--- src/rtl/eth_header_builder_pkg.sv ---
// Shared types and constants for the Ethernet header builder.
// The PAD state exists only when ETH_PAD_MIN_FRAME_EN is defined.
package eth_header_builder_pkg;

  localparam logic [15:0] ETHERTYPE_IP  = 16'h0800;
  localparam logic [15:0] ETHERTYPE_ARP = 16'h0806;
  localparam int          HEADER_LEN    = 14;

  typedef enum logic [2:0] {
    IDLE,
    HEADER,
    PAYLOAD,
`ifdef ETH_PAD_MIN_FRAME_EN
    PAD,
`endif
    GAP
  } state_t;

  // Header byte idx (0 = first on the wire) of {dst MAC, src MAC, EtherType}.
  function automatic logic [7:0] header_byte(input logic [47:0] dst,
                                             input logic [47:0] src,
                                             input logic [15:0] ethertype,
                                             input logic [3:0]  idx);
    logic [111:0] hdr;
    hdr = {dst, src, ethertype} << {idx, 3'b000};
    return hdr[111:104];
  endfunction

endpackage

--- src/rtl/eth_ifg_timer.sv ---
// Loadable down-counter that times the inter-frame gap.
// done is high whenever the count has reached zero.
module eth_ifg_timer #(
  parameter int WIDTH = 16
) (
  input  logic             clock,
  input  logic             sclr,
  input  logic             load,
  input  logic [WIDTH-1:0] load_value,
  input  logic             dec,
  output logic             done
);

  logic [WIDTH-1:0] count;

  always_ff @(posedge clock or posedge sclr) begin
    if (sclr) begin
      count <= '0;
    end else if (load) begin
      count <= load_value;
    end else if (dec && (count != '0)) begin
      count <= count - 1'b1;
    end
  end

  assign done = (count == '0);

endmodule

--- src/rtl/eth_header_builder.sv ---
// Serialises an Ethernet header (dst MAC, src MAC, EtherType) followed by a streamed payload.
// Define ETH_PAD_MIN_FRAME_EN to zero-pad short payloads up to MIN_PAYLOAD bytes.
module eth_header_builder
  import eth_header_builder_pkg::*;
#(
  parameter int IFG_CYCLES  = 12,
  parameter int MAX_PAYLOAD = 1500,
  parameter int MIN_PAYLOAD = 46
) (
  input  logic        clock,
  input  logic        sclr,
  input  logic [47:0] BOARD_MAC,
  input  logic [47:0] PC_MAC,
  input  logic        isIp,
  input  logic        isARP,
  input  logic        start,
  input  logic [7:0]  payload_data,
  input  logic        payload_valid,
  input  logic        payload_last,
  output logic        payload_ready,
  output logic        busy,
  output logic [7:0]  dataout,
  output logic        data_en,
  output logic        data_last,
  output logic        err_type,
  output logic        err_underrun,
  output logic        err_oversize
);

  if (IFG_CYCLES < 1 || MAX_PAYLOAD < 1 || MAX_PAYLOAD > 2047 || MIN_PAYLOAD > MAX_PAYLOAD) begin : g_bad_config
    $error("eth_header_builder: unsupported parameter combination");
  end

  localparam logic [10:0] LAST_IDX = 11'(MAX_PAYLOAD - 1);
  localparam logic [15:0] GAP_LOAD = 16'(IFG_CYCLES - 1);
`ifdef ETH_PAD_MIN_FRAME_EN
  localparam logic [10:0] MIN_COUNT = 11'(MIN_PAYLOAD);
`endif

  state_t      state, state_next;
  logic [3:0]  hdr_cnt, hdr_cnt_next;
  logic [10:0] pay_cnt, pay_cnt_next;
  logic [47:0] dst_mac, dst_next, src_mac, src_next;
  logic        is_arp, is_arp_next;
  logic [7:0]  dataout_next;
  logic        data_en_next, data_last_next;
  logic        err_type_next, err_underrun_next, err_oversize_next;
  logic        timer_load, timer_dec, timer_done;
  logic [15:0] ethertype;

  assign ethertype     = is_arp ? ETHERTYPE_ARP : ETHERTYPE_IP;
  assign busy          = (state != IDLE);
  assign payload_ready = (state == PAYLOAD);

  eth_ifg_timer #(.WIDTH(16)) u_ifg_timer (
    .clock      (clock),
    .sclr       (sclr),
    .load       (timer_load),
    .load_value (GAP_LOAD),
    .dec        (timer_dec),
    .done       (timer_done)
  );

  always_ff @(posedge clock or posedge sclr) begin
    if (sclr) begin
      state        <= IDLE;
      hdr_cnt      <= '0;
      pay_cnt      <= '0;
      dst_mac      <= '0;
      src_mac      <= '0;
      is_arp       <= 1'b0;
      dataout      <= 8'h00;
      data_en      <= 1'b0;
      data_last    <= 1'b0;
      err_type     <= 1'b0;
      err_underrun <= 1'b0;
      err_oversize <= 1'b0;
    end else begin
      state        <= state_next;
      hdr_cnt      <= hdr_cnt_next;
      pay_cnt      <= pay_cnt_next;
      dst_mac      <= dst_next;
      src_mac      <= src_next;
      is_arp       <= is_arp_next;
      dataout      <= dataout_next;
      data_en      <= data_en_next;
      data_last    <= data_last_next;
      err_type     <= err_type_next;
      err_underrun <= err_underrun_next;
      err_oversize <= err_oversize_next;
    end
  end

  // Byte 0 is produced straight from the inputs at start so the header follows with no bubble.
  always_comb begin
    state_next        = state;
    hdr_cnt_next      = hdr_cnt;
    pay_cnt_next      = pay_cnt;
    dst_next          = dst_mac;
    src_next          = src_mac;
    is_arp_next       = is_arp;
    dataout_next      = 8'h00;
    data_en_next      = 1'b0;
    data_last_next    = 1'b0;
    err_type_next     = 1'b0;
    err_underrun_next = 1'b0;
    err_oversize_next = 1'b0;
    timer_load        = 1'b0;
    timer_dec         = 1'b0;

    case (state)
      IDLE: begin
        if (start) begin
          if (isIp ^ isARP) begin
            state_next   = HEADER;
            dst_next     = PC_MAC;
            src_next     = BOARD_MAC;
            is_arp_next  = isARP;
            dataout_next = PC_MAC[47:40];
            data_en_next = 1'b1;
            hdr_cnt_next = 4'd1;
            pay_cnt_next = '0;
          end else begin
            err_type_next = 1'b1;
          end
        end
      end

      HEADER: begin
        dataout_next = header_byte(dst_mac, src_mac, ethertype, hdr_cnt);
        data_en_next = 1'b1;
        if (hdr_cnt == 4'(HEADER_LEN - 1)) begin
          state_next   = PAYLOAD;
          hdr_cnt_next = '0;
        end else begin
          hdr_cnt_next = hdr_cnt + 4'd1;
        end
      end

      PAYLOAD: begin
        if (payload_valid) begin
          dataout_next = payload_data;
          data_en_next = 1'b1;
          pay_cnt_next = pay_cnt + 11'd1;
          if (payload_last || (pay_cnt == LAST_IDX)) begin
            err_oversize_next = !payload_last;
`ifdef ETH_PAD_MIN_FRAME_EN
            if (pay_cnt_next < MIN_COUNT) begin
              state_next = PAD;
            end else begin
              state_next     = GAP;
              data_last_next = 1'b1;
              timer_load     = 1'b1;
            end
`else
            state_next     = GAP;
            data_last_next = 1'b1;
            timer_load     = 1'b1;
`endif
          end
        end else begin
          state_next        = GAP;
          err_underrun_next = 1'b1;
          timer_load        = 1'b1;
        end
      end

`ifdef ETH_PAD_MIN_FRAME_EN
      PAD: begin
        data_en_next = 1'b1;
        pay_cnt_next = pay_cnt + 11'd1;
        if (pay_cnt_next == MIN_COUNT) begin
          state_next     = GAP;
          data_last_next = 1'b1;
          timer_load     = 1'b1;
        end
      end
`endif

      // The cycle still carrying the final byte does not count toward the gap.
      GAP: begin
        if (!data_en) begin
          if (timer_done) begin
            state_next = IDLE;
          end else begin
            timer_dec = 1'b1;
          end
        end
      end

      default: state_next = IDLE;
    endcase
  end

endmodule
--- config.mk ---
export PLATFORM = sky130hd
export DESIGN_NAME = eth_header_builder
export DESIGN_NICKNAME = d
export VERILOG_FILES = /design/src/rtl/eth_header_builder_pkg.sv /design/src/rtl/eth_ifg_timer.sv /design/src/rtl/eth_header_builder.sv
export SDC_FILE = /design/constraint.sdc
export NUM_CORES = 1
export LEC_CHECK = 0
export BUFFER_PORTS_ARGS = -buffer_cell sky130_fd_sc_hd__buf_4
export CAP_MARGIN = 20
export CORE_MARGIN = 3
export CORE_UTILIZATION = 50
export DETAILED_ROUTE_END_ITERATION = 8
export PLACE_DENSITY = 0.76
export RECOVER_POWER = 100
export SETUP_SLACK_MARGIN = 0.15
export SLEW_MARGIN = 25
export SYNTH_ARGS = -nofsm -noshare
export SYNTH_HDL_FRONTEND = slang
export SYNTH_SLANG_ARGS = --single-unit
--- constraint.sdc ---
create_clock -name clock -period 4.55 [get_ports clock]
set_input_delay 0.455 -clock clock [delete_from_list [all_inputs] [get_ports clock]]
set_output_delay 0.455 -clock clock [all_outputs]
set_load 0.02 [all_outputs]
==> summary.md <==
### Status
- run status: complete, but fails checks
- failing checks: capacitance limit, slew limit

### Timing
- setup TNS: 0 ns
- count of pins over their slew limit: 176
- hold violation count in the final report: 0
- Final period util: 74.7%
- clock tree skew after final layout: 0.00859 ns
- minimum period implied by the final worst setup slack: 3.40 ns
- maximum achievable frequency: 294 MHz
- unrepaired setup endpoints after global routing: false
- relative slew slack: -57.8%
- Worst Tran Pin Value: 2.36 ns
- Setup Viol. Count Final: 0

### Drt
- number of iterations in the first detailed-routing pass: 4
- post-detailed-route DRC marker count: 0
- per-cell via count in the routed design: 5.60
- sum of routed wire length over all layers: 15600 um
- antenna-violating nets left: 0
- wire per inst: 18.8 um
- Via Count: 4636
- Initial DRC Count: 328

### Critical path
- crit-path max cell delay: 1.49 ns
- startpoint type of the worst setup path: flip-flop
- CP required: 4.85 ns
- critical path endpoint category: flip-flop
- Critical Setup Path Class: flip-flop to flip-flop
- series of cell instances along the critical path: inv_1 -> ha_1 -> and2_0 -> and2_1 -> buf_4 -> mux2_2
- arrival time reported for the critical path endpoint: 3.70 ns
- CP max-delay cell: and2_1
- worst-path maximum fanout: 44

### Synth
- Post-synth EDFFs: 0
- Net Count, Synth: 639
- FFs w/ async S/R, synth: 100%
- number of synthesis warnings: 0
- Syn Std Cell Area: 6820 um^2
- synthesized instance count: 519
- sequential fraction of the synthesis area: 52.5%
- syn_area_per_cell: 13.1 um^2
- Yosys cell types: 53
- commonest register cell after synthesis: dfrtp_1
- register bit total from synthesis: 143

### Clock tree
- maximum root-to-sink buffer count: 2
- Clock Root Buffer: clkbuf_16
- clock buffers created by TritonCTS: 17
- post-CTS sizing: 0
- number of buffers added for setup after CTS: 0
- clock-pin slew reported for the worst setup and hold paths after clock tree synthesis: 0.06 ns
- clock tree from TritonCTS: built
- H-tree level count: 4
- clock latency reported for the late side of the worst-skew pair: 0.42 ns
- clock sink count: 143
- hold_buf cts: 0

### Placement
- HPWL after detailed placement: 10800 um
- cell count after placement: 796
- count of input and output buffers: 125
- gp weighted congestion: 0.839

### Global route
- largest net degree at the start of global routing: 115
- first-pass GRT wire length: 25300 um
- overall overflow remaining after global route: 0
- GRT Overall Usage: 22.2%
- antenna violations before repair: 0
- number of global-route vias before repair: 4999

### Pwr
- Net Sw Frac: 30.8%
- post-layout total power: 5180 uW
- Pint: 3590 uW
- Clk pwr share: 26.9%
- largest voltage drop on the vdd net: 344 uV
- leakage component of the power: 0.00368 uW
- net switching power: 1600 uW
- power density relative to cell area: 615 nW/um^2
- share of power burned in registers: 40.8%
- proportion of power drawn by combinational gates: 32.2%

### Cells and area
- number of antenna cells inserted: 0
- share of layout cells above drive strength 1: 42.9%
- layout net count: 759
- number of cells in the finished layout apart from fillers: 828
- relative area change from synthesis to final layout: 23.7%

### Die
- floorplan die area: 15100 um^2
- die span in y: 123 um
- # rows: 42
- core box area: 13300 um^2
- initial core utilization: 51.3%
- count of boundary I/O pins: 126
- die extent in x: 123 um

### Job
- count of max-cap constraint violations: 3

### Min path
- classification of the worst-slack hold path: primary input to flip-flop

[cell type report]
class,count,area (um^2)
sequential,143,3580
multi-input combinational,337,3060
clock inverter,10,109
timing repair buffer,129,917
clock buffer,22,494
fill,989,4860
tap,176,220
inverter,11,45.0
[logic make-up after synthesis]
kind of cell	Yosys count	share of synthesized area [%]
flops	143	52.5
mux	129	25.3
simple gates	128	10.3
compound gates	53	5.43
buf+inv	39	2.59
xor+xnor	18	2.31
fa+ha+maj	9	1.65
[power by group through the flow]
stage	clock, uW	sequential [uW]	combinational (uW)
final	1400	2120	1670
after detailed placement	0	2130	1690
after CTS	1420	2120	1710
after global placement	0	2090	1630
after floorplan	0	2000	1330
after global routing	1480	2190	1830
[layer usage]
metal / vias to the layer above / routed length [um] / part of all wire [%] / GRT usage (%)
met4: 0 / 159 / 1.0 / 7.07
met3: 13 / 836 / 5.4 / 6.31
li1: 2146 / - / - / -
met1: 2366 / 6550 / 42 / 27.9
met5: - / 0 / 0 / 0
met2: 111 / 8040 / 52 / 37.2
[metrics by stage]
stage               hold slack, ns  setup WS, ns  utilization (%)  instance area [um^2]
floorplan                    0.468         0.257                -                  6820
detailed placement           0.490          2.06             59.4                  7900
CTS                          0.250          2.05             63.9                  8500
finish                       0.263          1.15             63.4                  8430
global route                 0.248         0.955             63.4                  8430
global placement             0.485          1.88             59.2                  7870
[final timing paths]
kind,from,slack [ns],cells past startpoint,end
worst max-delay path,state[0],1.15,6,dst_mac[25]
worst min-delay path,payload_valid,0.26,2,err_underrun
worst max register to register,state[0],1.15,6,dst_mac[25]
worst min register to register,src_mac[14],0.50,1,src_mac[14]
max in group asynchronous,sclr,2.30,2,hdr_cnt[0]
min in group asynchronous,sclr,0.75,2,src_mac[8]
[synthesized netlist by cell type (2+ instances only)]
cell type	n	area share, %
inv_1	11	0.61
a222oi_1	5	0.73
dfrtp_1	143	52
o22ai_1	2	0.18
nor4_4	3	0.94
o211ai_1	2	0.22
or3_1	2	0.18
xor2_1	17	2.2
o21ai_0	13	0.95
nand4_1	5	0.46
a22oi_1	4	0.44
nand3b_1	3	0.33
a22o_1	3	0.39
o221ai_1	2	0.26
nand2b_1	5	0.46
a21oi_1	8	0.59
nand3_1	14	1.0
buf_2	15	1.1
nor2b_1	10	0.92
mux2_2	104	17
nor3_1	6	0.44
nand2_1	22	1.2
nand4b_1	5	0.64
and2_1	5	0.46
mux4_2	24	7.9
clkbuf_1	11	0.61
nor2_1	37	2.0
o31ai_1	2	0.22
ha_1	9	1.7
nor2_2	2	0.18
and3_1	3	0.28
[layout by cell type, fill, tap and decap left out, types with 6 or more instances in the layout]
cell       Yosys  layout
ha_1           9       9
clkbuf_1      11      17
buf_4          1     111
nor2_1        37      37
nor3_1         6       6
clkbuf_16      0      17
xor2_1        17      17
dfrtp_1      143     142
nand2_1       22      22
mux4_2        24      24
o21ai_0       13      13
nor2b_1       10      10
mux2_2       104     104
a21oi_1        8       8
inv_1         11      10
nand3_1       14      14
[sequential cells by signal, indices dropped and copies added, names as in the netlist]
signal,count
dst_mac,48
src_mac,48
u_ifg_timer.count,16
pay_cnt,11
dataout,8
hdr_cnt,4
state,2
data_en,1
data_last,1
err_oversize,1
err_type,1
err_underrun,1
is_arp,1
[worst max-delay path: cells and delay by family, from the launching register on]
family | cells | cell delay (ns)
fa+ha+maj | 1 | 0.23
buf+inv | 2 | 0.56
mux | 1 | 0.37
simple gates | 2 | 1.70
flops | 1 | 0.40
Note: power is estimated with default switching activity, not from simulation.
